<file path="src/rtl/ad_ip_jesd204_tpl_adc_deframer.sv">
// JESD204 transport-layer ADC deframer: lane octets -> per-channel 16-bit samples, N-bit formatting, per-channel PN9 monitor.
// Latency: adc_valid/adc_data two link_clk cycles after an accepted link_valid beat; pn_oos/pn_err update on the same edge as adc_valid.
// Backpressure: none; link_ready is constant 1 out of reset, and every link_valid beat is accepted.
// Ports: link_clk/link_rst (async active-high), link_valid/link_ready/link_data in, adc_dfmt_enable/pn_clear control,
//        adc_valid/adc_data out, pn_oos/pn_err per-channel PN9 status.
module ad_ip_jesd204_tpl_adc_deframer #(
    parameter int NUM_LANES            = 4,
    parameter int NUM_CHANNELS         = 2,
    parameter int OCTETS_PER_BEAT      = 4,
    parameter int CONVERTER_RESOLUTION = 14,
    localparam int DPW    = OCTETS_PER_BEAT * 8 * NUM_LANES / NUM_CHANNELS / 16,
    localparam int DATA_W = NUM_LANES * 8 * OCTETS_PER_BEAT
) (
    input  logic                             link_clk,
    input  logic                             link_rst,
    input  logic                             link_valid,
    output logic                             link_ready,
    input  logic [DATA_W-1:0]                link_data,
    input  logic [NUM_CHANNELS-1:0]          adc_dfmt_enable,
    input  logic                             pn_clear,
    output logic [NUM_CHANNELS-1:0]          adc_valid,
    output logic [NUM_CHANNELS*16*DPW-1:0]   adc_data,
    output logic [NUM_CHANNELS-1:0]          pn_oos,
    output logic [NUM_CHANNELS-1:0]          pn_err
);

    localparam int WPL     = OCTETS_PER_BEAT / 2;       // 16-bit words per lane
    localparam int WORDS   = NUM_LANES * WPL;
    localparam int CH_BITS = DPW * 16;
    localparam int SHIFT   = 16 - CONVERTER_RESOLUTION;

    localparam logic [4:0] LOCK_LAST = 5'd15;           // 16th consecutive match locks
    localparam logic [2:0] LOSS_LAST = 3'd3;            // 4th consecutive miss drops sync

    typedef enum logic {PN_OOS = 1'b0, PN_SYNC = 1'b1} pn_state_t;

    logic [WORDS-1:0][15:0] deframed;
    logic [WORDS-1:0][15:0] s1_words;
    logic [WORDS-1:0][15:0] formatted;
    logic                   s1_vld;

    // Extends a PN9 (x^9+x^5+1) sequence: bit n = bit n-5 ^ bit n-9.
    // Higher index is older; seed[8] is the oldest of the last nine bits seen.
    function automatic logic [CH_BITS-1:0] pn9_predict(input logic [8:0] seed);
        logic [CH_BITS+8:0] ext;
        ext = '0;
        ext[CH_BITS+8 -: 9] = seed;
        for (int p = CH_BITS - 1; p >= 0; p--) begin
            ext[p] = ext[p+9] ^ ext[p+5];
        end
        return ext[CH_BITS-1:0];
    endfunction

    // Octet 2k of a lane is first on the wire and becomes the word MSB.
    for (genvar l = 0; l < NUM_LANES; l++) begin : g_lane
        for (genvar k = 0; k < WPL; k++) begin : g_word
            assign deframed[l*WPL+k] = {link_data[l*8*OCTETS_PER_BEAT + 16*k     +: 8],
                                        link_data[l*8*OCTETS_PER_BEAT + 16*k + 8 +: 8]};
        end
    end

    always_ff @(posedge link_clk or posedge link_rst) begin
        if (link_rst) begin
            s1_vld   <= 1'b0;
            s1_words <= '0;
        end else begin
            s1_vld <= link_valid;
            if (link_valid) begin
                s1_words <= deframed;
            end
        end
    end

    // Flipping bit 15 inverts bit N-1 of the upper N bits; the arithmetic
    // shift then drops the control bits and sign-extends in one step.
    for (genvar n = 0; n < WORDS; n++) begin : g_fmt
        logic signed [15:0] flipped;
        assign flipped      = {s1_words[n][15] ^ adc_dfmt_enable[n/DPW], s1_words[n][14:0]};
        assign formatted[n] = flipped >>> SHIFT;
    end

    always_ff @(posedge link_clk or posedge link_rst) begin
        if (link_rst) begin
            link_ready <= 1'b0;
            adc_valid  <= '0;
            adc_data   <= '0;
        end else begin
            link_ready <= 1'b1;
            adc_valid  <= {NUM_CHANNELS{s1_vld}};
            if (s1_vld) begin
                adc_data <= formatted;
            end
        end
    end

    for (genvar c = 0; c < NUM_CHANNELS; c++) begin : g_pn
        logic [CH_BITS-1:0] bits;
        logic [CH_BITS-1:0] expect_bits;
        logic               is_match;
        pn_state_t          state;
        pn_state_t          state_nxt;
        logic [8:0]         seed;
        logic               seeded;
        logic [4:0]         match_cnt;
        logic [4:0]         match_nxt;
        logic [2:0]         miss_cnt;
        logic [2:0]         miss_nxt;
        logic               err_set;
        logic               err_q;

        // Sample 0 (oldest) occupies the MSBs so the vector reads as the serial stream.
        for (genvar i = 0; i < DPW; i++) begin : g_bits
            assign bits[(DPW-1-i)*16 +: 16] = s1_words[c*DPW+i];
        end

        assign expect_bits = pn9_predict(seed);
        assign is_match    = (bits == expect_bits);

        // Counters never pass their terminal values: reaching them changes
        // state and clears the counter, so they cannot wrap.
        always_comb begin
            state_nxt = state;
            match_nxt = match_cnt;
            miss_nxt  = miss_cnt;
            err_set   = 1'b0;
            if (s1_vld && seeded) begin
                case (state)
                    PN_OOS: begin
                        if (!is_match) begin
                            match_nxt = '0;
                        end else if (match_cnt >= LOCK_LAST) begin
                            state_nxt = PN_SYNC;
                            match_nxt = '0;
                            miss_nxt  = '0;
                        end else begin
                            match_nxt = match_cnt + 5'd1;
                        end
                    end
                    PN_SYNC: begin
                        if (is_match) begin
                            miss_nxt = '0;
                        end else begin
                            err_set = 1'b1;
                            if (miss_cnt >= LOSS_LAST) begin
                                state_nxt = PN_OOS;
                                miss_nxt  = '0;
                                match_nxt = '0;
                            end else begin
                                miss_nxt = miss_cnt + 3'd1;
                            end
                        end
                    end
                    default: state_nxt = PN_OOS;
                endcase
            end
        end

        always_ff @(posedge link_clk or posedge link_rst) begin
            if (link_rst) begin
                state     <= PN_OOS;
                match_cnt <= '0;
                miss_cnt  <= '0;
                seed      <= '0;
                seeded    <= 1'b0;
                err_q     <= 1'b0;
            end else begin
                state     <= state_nxt;
                match_cnt <= match_nxt;
                miss_cnt  <= miss_nxt;
                if (s1_vld) begin
                    seed   <= bits[8:0];
                    seeded <= 1'b1;
                end
                // A mismatch on the same edge as pn_clear keeps the error set.
                if (err_set) begin
                    err_q <= 1'b1;
                end else if (pn_clear) begin
                    err_q <= 1'b0;
                end
            end
        end

        assign pn_oos[c] = (state == PN_OOS);
        assign pn_err[c] = err_q;
    end

endmodule

</file>
<file path="config.mk">
export PLATFORM = sky130hd
export DESIGN_NAME = ad_ip_jesd204_tpl_adc_deframer
export DESIGN_NICKNAME = d
export VERILOG_FILES = /design/src/rtl/ad_ip_jesd204_tpl_adc_deframer.sv
export SDC_FILE = /design/constraint.sdc
export NUM_CORES = 1
export LEC_CHECK = 0
export BUFFER_PORTS_ARGS = -buffer_cell sky130_fd_sc_hd__buf_2
export CAP_MARGIN = 25
export CORE_ASPECT_RATIO = 1.1
export CORE_MARGIN = 1.5
export CORE_UTILIZATION = 47
export CTS_BUF_LIST = sky130_fd_sc_hd__clkbuf_8
export CTS_CLUSTER_DIAMETER = 200
export CTS_CLUSTER_SIZE = 10
export DETAILED_ROUTE_END_ITERATION = 8
export GPL_TIMING_DRIVEN = 0
export PLACE_DENSITY = 0.69
export SLEW_MARGIN = 0
export SYNTH_ARGS = -nofsm -noshare
export SYNTH_HDL_FRONTEND = slang
export SYNTH_SLANG_ARGS = --single-unit
</file>
<file path="constraint.sdc">
create_clock -name link_clk -period 21.2 [get_ports link_clk]
set_clock_uncertainty 0.05 [all_clocks]
set_input_delay 2.12 -clock link_clk [delete_from_list [all_inputs] [get_ports link_clk]]
set_output_delay 2.12 -clock link_clk [all_outputs]
set_load 0.03 [all_outputs]
</file>
==> summary.txt, run 1 <==
Clock network
  – Post-CTS sizing: 0
  – CTS tree: done
  – CTS Root Buffer Type: clkbuf_8
  – Skew-Pair Late Insertion Delay: ~0.59 ns
  – CTS Sinks: between 200 and 300
  – Max Buffers Root-to-Sink: 3
  – Inserted Clock Buffers: 30
  – Clk pin slew, worst setup/hold paths: 0.08 ns
  – Hold_buf cts: 0
  – Setup bufs post-CTS: 0
  – H-tree depth: 1

Synth
  – Post-Synth XOR/XNOR Area: roughly a fifth
  – Primary FF master, synth: dfrtp_1
  – Synth top area share: a little under half
  – Seq/Total Area, Yosys: 46.2%
  – Post-synthesis simple-gate area fraction: 6.32%
  – Syn Inst Count: 1133
  – Mapped Nets: 1275
  – Yosys Warn Count: 0
  – Post-Synth Adder-Cell Area: 0.689%
  – Post-Syn Area per Cell: roughly 13 sq um
  – Yosys top cell by area: dfrtp_1
  – EDFF count, synth: 0
  – Largest family of logic cells by synthesized area: multiplexers
  – Synth Cell Area: around 15000 sq um
  – Synth area leaders: dfrtp_1 (46%), mux2_2 (18%), xnor2_1 (7.5%)
  – Async S/R FF share, synth: 100%
  – Register bit total from synthesis: about 270
  – Dominant cell by count in the synthesized netlist: dfrtp_1
  – Top post-synthesis cells by count: dfrtp_1 (268), mux2_2 (238), xnor2_1 (124), xor2_1 (71), nor2_1 (39)
  – Number of distinct library cells after synthesis: 67
  – Compound-Gate Fraction of Synth Area: 3.83%
  – Multiplexer area fraction after synthesis: between 10% and 20%

Worst setup path
  – Top Family by Delay on Critical Path: XOR/XNOR gates
  – Startpoint Class: flip-flop
  – CP Cell Sequence: buf_2 -> xnor2_1 -> xnor2_1 -> xnor2_1 -> xor2_1 -> a211o_1 -> a221oi_1 -> and3_1 -> buf_2 -> nor2_1 -> a32o_1
  – Worst-path maximum fanout: 10
  – Setup crit end kind: flip-flop
  – Cell repeated most along the worst path: xnor2_1
  – Crit path from: adc_data[48]$_DFFE_PP0P_
  – Slowest cell delay on critical path: between 0.8 and 0.9 ns
  – Crit Reg-Reg Endpoint: g_pn[0].miss_cnt[1]$_DFFE_PP0P_
  – CP bufs+invs: 2
  – Max stage delay cell, worst path: xnor2_1
  – Critical path depth in cells: 11
  – Worst setup path class: flip-flop to flip-flop
  – Worst r2r src: adc_data[48]$_DFFE_PP0P_
  – Worst Path Arrival: 4.66 ns
  – Worst R2R Path Depth: 11
  – CP required: between 20 and 25 ns
  – Flop2flop setup slack: about 17 ns
  – Worst setup path end: g_pn[0].miss_cnt[1]$_DFFE_PP0P_

Layout
  – Layout Area Growth over Synthesis: 16.4%
  – Cell area after layout: 16900 sq um
  – Final net count: around 1600
  – Core Util, Final: a little under three fifths
  – Share of cells above drive strength 1: between 40% and 50%
  – Layout Cells excl Fill: 1855

Floorplanning
  – Die Width: ~170 microns
  – FP Rows: between 60 and 70
  – Core ar.: 30400 sq um
  – Num ports: ~270
  – Die Span Y: ~190 microns
  – Initial Util: between 40% and 50%
  – Die area: 32000 sq um

Detailed routing
  – Via count: 9791
  – DRT Pass-1 Iters: 4
  – Initial DRC Count: ~410
  – WL final: around 37000 microns
  – DR DRC count: 0
  – Antenna-violating nets left: 0
  – Routed len/inst: 20.1 microns
  – Vias per std cell: 5.28

Job
  – Max Cap Viol: 0

Outcome
  – Outcome: finished, final reports clean

STA
  – Final period util: approximately 20%
  – Relative slew slack: between 30% and 40%
  – Slew @ Worst Pin: approximately 1.0 ns
  – Minimum clock period: 4.24 ns
  – Hold Slack: approximately 0.34 ns
  – RSZ-0062 raised after global routing: no
  – Final Hold Fails: 0
  – Setup TNS: 0 ns
  – Final setup vio count: 0
  – Final worst slack: between 15 and 20 ns
  – Slew Viols, Final: 0
  – Fmax: 236 MHz

GRT
  – Overall routing resource usage: between 20% and 30%
  – Grt total ovfl: 0
  – Largest net degree at the start of global routing: approximately 130
  – Initial antenna violation count: 12
  – Vias in the first global route: between 10000 and 15000
  – First-pass GRT wire length: between 50000 and 60000 microns

Power and ir drop
  – Power per Cell Area: just over 100 nW/um^2
  – VDD IR-drop max: approximately 0.068 mV
  – Leakage: approximately 7.6 nW
  – Total power: ~1.7 mW

Placed design
  – DP Area: roughly 16000 sq um
  – PortBufs: between 200 and 300
  – HPWL after DPL: between 20000 and 30000 microns
  – Pre-CTS setup slack: 17.05 ns
  – GP Congestion: ~0.90
  – Placed Cells incl. Taps: around 1800

Worst hold path
  – Min-Delay Path Class: flip-flop to flip-flop
==> area by class of cell <==
type	count	area, sq um
Sequential cell	268	6710
Fill cell	2741	13500
Tap cell	414	518
Buffer	89	494
Antenna cell	6	15.0
Clock buffer	32	440
Timing Repair Buffer	270	1400
Inverter	18	75.1
Multi-Input combinational cell	758	7250
==> flip-flops by register name (all words and copies together), names as in the netlist <==
name and count:
g_pn.err_q 2, g_pn.miss_cnt 6, g_pn.seeded 1, g_pn.match_cnt 10, link_ready 1, formatted 104
adc_data 112, g_pn.bits 8, g_pn.seed 4, adc_valid 1, g_fmt.flipped 16, s1_vld 1
g_pn.state 2
==> per-layer routing <==
metal	vias to the layer above	share of wire [%]	global-route usage (%)
met5	-	0.23	0
met4	12	2.9	7.39
met3	75	6.1	5.37
met2	272	49	41.0
met1	4915	41	29.8
li1	4517	-	-
==> report_power, final <==
part / switching (mW) / leakage (nW) / internal [mW]
Combinational: 0.414 / 4.23 / 0.369
Clock: 0.174 / 0.230 / 0.133
Sequential: 0.0502 / 3.18 / 0.569
==> how the worst min path moves through the flow <==
| stage | startpoint | to | slack [ns] | depth (start not counted) |
|---|---|---|---|---|
| floorplan | s1_vld$_DFF_PP0_ | adc_valid[0]$_DFF_PP0_ | 0.30 | 0 |
| global placement | s1_vld$_DFF_PP0_ | adc_valid[0]$_DFF_PP0_ | 0.34 | 0 |
| detailed placement | s1_vld$_DFF_PP0_ | adc_valid[0]$_DFF_PP0_ | 0.33 | 0 |
| CTS | s1_vld$_DFF_PP0_ | adc_valid[0]$_DFF_PP0_ | 0.35 | 0 |
| global route | s1_vld$_DFF_PP0_ | adc_valid[0]$_DFF_PP0_ | 0.36 | 0 |
| finish | s1_vld$_DFF_PP0_ | adc_valid[0]$_DFF_PP0_ | 0.34 | 0 |
==> logic make-up after synthesis <==
kind of cell / Yosys count
buffers and inverters: 107
multiplexers: 256
adder cells (fa/ha/maj): 8
flip-flops: 268
XOR/XNOR: 243
AO/OA/AOI/OAI: 79
other: 1
AND/OR/NAND/NOR: 171
==> cells in the final DEF, fill, tap and decap left out, drive strengths merged, types with 9 or more instances in the layout <==
master,n
buf,324
dfrtp,268
mux2,238
xnor2,129
xor2,75
clkbuf,67
nor2,39
xnor3,30
nand2,25
a21oi,18
mux2i,18
inv,18
nand3,16
or3,14
and3,13
nor3,12
o21ai,11
o22ai,9
and2,9
xor3,9
Power figures use the tool's default switching activity.
==> inputs of run 2 (changes only) <==
--- a/config.mk
+++ b/config.mk
@@ -15,7 +15,7 @@
 export CTS_CLUSTER_SIZE = 10
 export DETAILED_ROUTE_END_ITERATION = 8
 export GPL_TIMING_DRIVEN = 0
-export PLACE_DENSITY = 0.69
+export PLACE_DENSITY = 0.72
 export SLEW_MARGIN = 0
 export SYNTH_ARGS = -nofsm -noshare
 export SYNTH_HDL_FRONTEND = slang
==> constraint.sdc (replaced) <==
create_clock -name link_clk -period 3.9 [get_ports link_clk]
set_clock_uncertainty 0.05 [all_clocks]
set_input_delay 0.39 -clock link_clk [delete_from_list [all_inputs] [get_ports link_clk]]
set_output_delay 0.39 -clock link_clk [all_outputs]
set_load 0.03 [all_outputs]
==> summary.txt, run 2 (synthesized netlist as in run 1, its figures left out) <==
Power and ir drop
  – P_sw: 3.50 mW (was 0.639 mW)
  – VDD IR-drop max: 0.337 mV (was 0.0680 mV)
  – Leakage: 8.27 nW (was 7.64 nW)
  – Flop pwr share: 35.8% (was 36.2%)
  – Sw Ratio: 37.1% (was 37.4%)
  – Clock group share of total power: 17.5% (was 18.0%)
  – Logic pwr share: 46.7% (was 45.8%)
  – Internal: 5.95 mW (was 1.07 mW)
  – Power per Cell Area: 513 nW/um^2 (was 101 nW/um^2)

Worst hold path
  – Hold Path Stages: 2 (was 0)
  – Min-Delay Path Class: input pin to flip-flop (was flip-flop to flip-flop)

Layout
  – Layout Area Growth over Synthesis: 26.7% (was 16.4%)
  – Most frequent cells in the layout: buf_2 (274), dfrtp_1 (268), mux2_2 (238) (was buf_2 (277), dfrtp_1 (268), mux2_2 (238))
  – Multi-input gate area: 7360 sq um (was 7250 sq um)
  – Share of cells above drive strength 1: 40.0% (was 42.6%)
  – Commonest non-fill, non-tap cell in the layout: buf_2 (unchanged)
  – Fillers: 2439 (was 2741)
  – Reg area: 6710 sq um (unchanged)
  – Final net count: 1711 (was 1577)
  – Cell area after layout: 18400 sq um (was 16900 sq um)
  – Largest register by flop count: adc_data (unchanged)
  – Max reg flops: 112 (unchanged)

STA
  – Relative slew slack: 32.0% (was 31.6%)
  – Slew @ Worst Pin: 1.02 ns (about the same)
  – Final Hold Fails: 0 (unchanged)
  – Minimum clock period: 3.78 ns (was 4.24 ns)
  – Setup TNS: 0 ns (unchanged)
  – Final setup vio count: 0 (unchanged)
  – RSZ-0062 raised after global routing: no (unchanged)
  – Slew Viols, Final: 0 (unchanged)
  – Fmax: 264 MHz (was 236 MHz)
  – Final period util: 97.0% (was 20.0%)

Floorplanning
  – Num ports: 269 (unchanged)
  – Core ar.: 30400 sq um (unchanged)
  – FP Rows: 67 (unchanged)
  – Die Span Y: 187 microns (unchanged)
  – Die area: 32000 sq um (unchanged)
  – Die Width: 171 microns (unchanged)
  – Initial Util: 47.7% (unchanged)

Placed design
  – GP Congestion: 0.920 (was 0.904)
  – DP Area: 16500 sq um (was 16400 sq um)
  – PortBufs: 266 (unchanged)
  – HPWL after DPL: 28700 microns (was 28500 microns)

Job
  – Max Cap Viol: 0 (unchanged)

Worst setup path
  – Worst R2R Path Depth: 10 (was 11)
  – Worst Path Arrival: 4.17 ns (was 4.66 ns)
  – Setup crit end kind: flip-flop (unchanged)
  – Worst-path maximum fanout: 10 (unchanged)
  – CP required: 4.29 ns (was 21.62 ns)
  – Worst setup path class: flip-flop to flip-flop (unchanged)
  – Worst r2r src: adc_data[116]$_DFFE_PP0P_ (was adc_data[48]$_DFFE_PP0P_)
  – Crit Reg-Reg Endpoint: g_pn[1].miss_cnt[1]$_DFFE_PP0P_ (was g_pn[0].miss_cnt[1]$_DFFE_PP0P_)
  – Startpoint Class: flip-flop (unchanged)
  – Crit path from: adc_data[116]$_DFFE_PP0P_ (was adc_data[48]$_DFFE_PP0P_)
  – Flop2flop setup slack: 0.12 ns (was 16.96 ns)
  – Worst setup path end: g_pn[1].miss_cnt[1]$_DFFE_PP0P_ (was g_pn[0].miss_cnt[1]$_DFFE_PP0P_)

GRT
  – First-pass GRT wire length: 61200 microns (was 58300 microns)
  – Grt total ovfl: 0 (unchanged)
  – Overall routing resource usage: 25.0% (was 23.9%)
  – Initial antenna violation count: 2 (was 12)
  – Largest net degree at the start of global routing: 43 (was 129)
  – Vias in the first global route: 10780 (was 10262)

Outcome
  – Outcome: finished, final reports clean (unchanged)

Detailed routing
  – DR DRC count: 0 (unchanged)
  – DRT Pass-1 Iters: 4 (unchanged)
  – Vias per std cell: 5.25 (was 5.28)
  – Routed len/inst: 19.8 microns (was 20.1 microns)
  – Via count: 10425 (was 9791)
  – Antenna-violating nets left: 0 (unchanged)
  – WL final: 39400 microns (was 37400 microns)
  – Initial DRC Count: 550 (was 413)

Clock network
  – CTS Root Buffer Type: clkbuf_8 (unchanged)
  – CTS tree: done (unchanged)
  – Clk pin slew, worst setup/hold paths: 0.07 ns (was 0.08 ns)
  – Max Buffers Root-to-Sink: 3 (unchanged)
  – H-tree depth: 1 (unchanged)
  – Inserted Clock Buffers: 30 (unchanged)
  – CTS Sinks: 268 (unchanged)
  – Skew-Pair Late Insertion Delay: 0.57 ns (was 0.59 ns)
==> run 2: changes by cell type in the layout (fill, tap and decap cells not counted), moves of 2 or more <==
cell           delta
dlygate4sd3_1   +130
xnor2_1           -8
buf_12            +6
xnor2_2           +6
diode_2           -4
buf_2             -3
clkbuf_4          +3
clkbuf_1          -2
xnor2_4           +2
xor2_4            +2
==> run 2: metal layers <==
metal / vias up / part of all wire (%) / global-route usage [%]
met1: 5235 / 41 / 31.8
met2: 332 / 50 / 43.0
met4: 0 / 3.1 / 8.17
met3: 74 / 5.6 / 4.15
li1: 4784 / - / -
met5: - / 0 / 0
==> run 2: worst min-delay path by stage <==
stage,slack [ns],end,from
2_1_floorplan,0.30,adc_valid[0]$_DFF_PP0_,s1_vld$_DFF_PP0_
3_3_place_gp,0.36,adc_valid[0]$_DFF_PP0_,s1_vld$_DFF_PP0_
3_5_place_dp,0.36,adc_valid[0]$_DFF_PP0_,s1_vld$_DFF_PP0_
4_1_cts,0.001,g_pn[1].bits[63]$_DFFE_PP0P_,link_data[71]
5_1_grt,0.00003,g_pn[1].bits[63]$_DFFE_PP0P_,link_data[71]
6_report,0.06,g_pn[1].bits[63]$_DFFE_PP0P_,link_data[71]
==> run 2: final cells by class <==
cell class / instances / area share [%]
Tap cell: 414 / 2.82
Timing Repair Buffer: 405 / 15.2
Antenna cell: 2 / 0.0272
Clock buffer: 32 / 2.39
Buffer: 88 / 2.71
Multi-Input combinational cell: 758 / 40.0
Inverter: 18 / 0.388
Sequential cell: 268 / 36.4
==> run 2: worst max-delay path, cell delays in order, from the launching register on <==
cell,delay [ns]
dfrtp_1,0.38
buf_4,0.21
xnor2_1,0.23
xnor2_1,0.59
xnor3_1,0.53
nor2_1,0.11
nand4_1,0.09
or4_1,0.56
or3_1,0.44
o31ai_2,0.32
o22ai_1,0.14
==> run 2: stage by stage <==
stage          hold WS [ns]  setup WS (ns)  total power [mW]  cells  utilization [%]
2_1_floorplan         0.302        -0.0795              6.68   1133                -
3_3_place_gp          0.365          -1.70              7.57   1813             53.8
3_5_place_dp          0.357         -0.211              7.66   1821             54.3
4_1_cts             0.00108         0.0205              9.45   1983             60.1
5_1_grt           0.0000338        0.00974              9.97   1985             60.5
6_report             0.0592          0.117              9.45   1985             60.5
==> run 2: what timing repair did <==
item	CTS	global route
pin swaps	0	1
hold buffers	130	0
endpoints found under the hold margin	155	0
gates resized for setup	4	13
setup endpoints to repair	11	14
setup buffers	0	1
==> run 2: power groups by stage <==
stage | Clock (mW) | Sequential [mW] | Combinational [mW]
floorplan | 0 | 3.65 | 3.03
global placement | 0 | 3.41 | 4.16
detailed placement | 0 | 3.42 | 4.24
CTS | 1.71 | 3.37 | 4.38
global route | 1.81 | 3.42 | 4.74
finish | 1.65 | 3.38 | 4.41
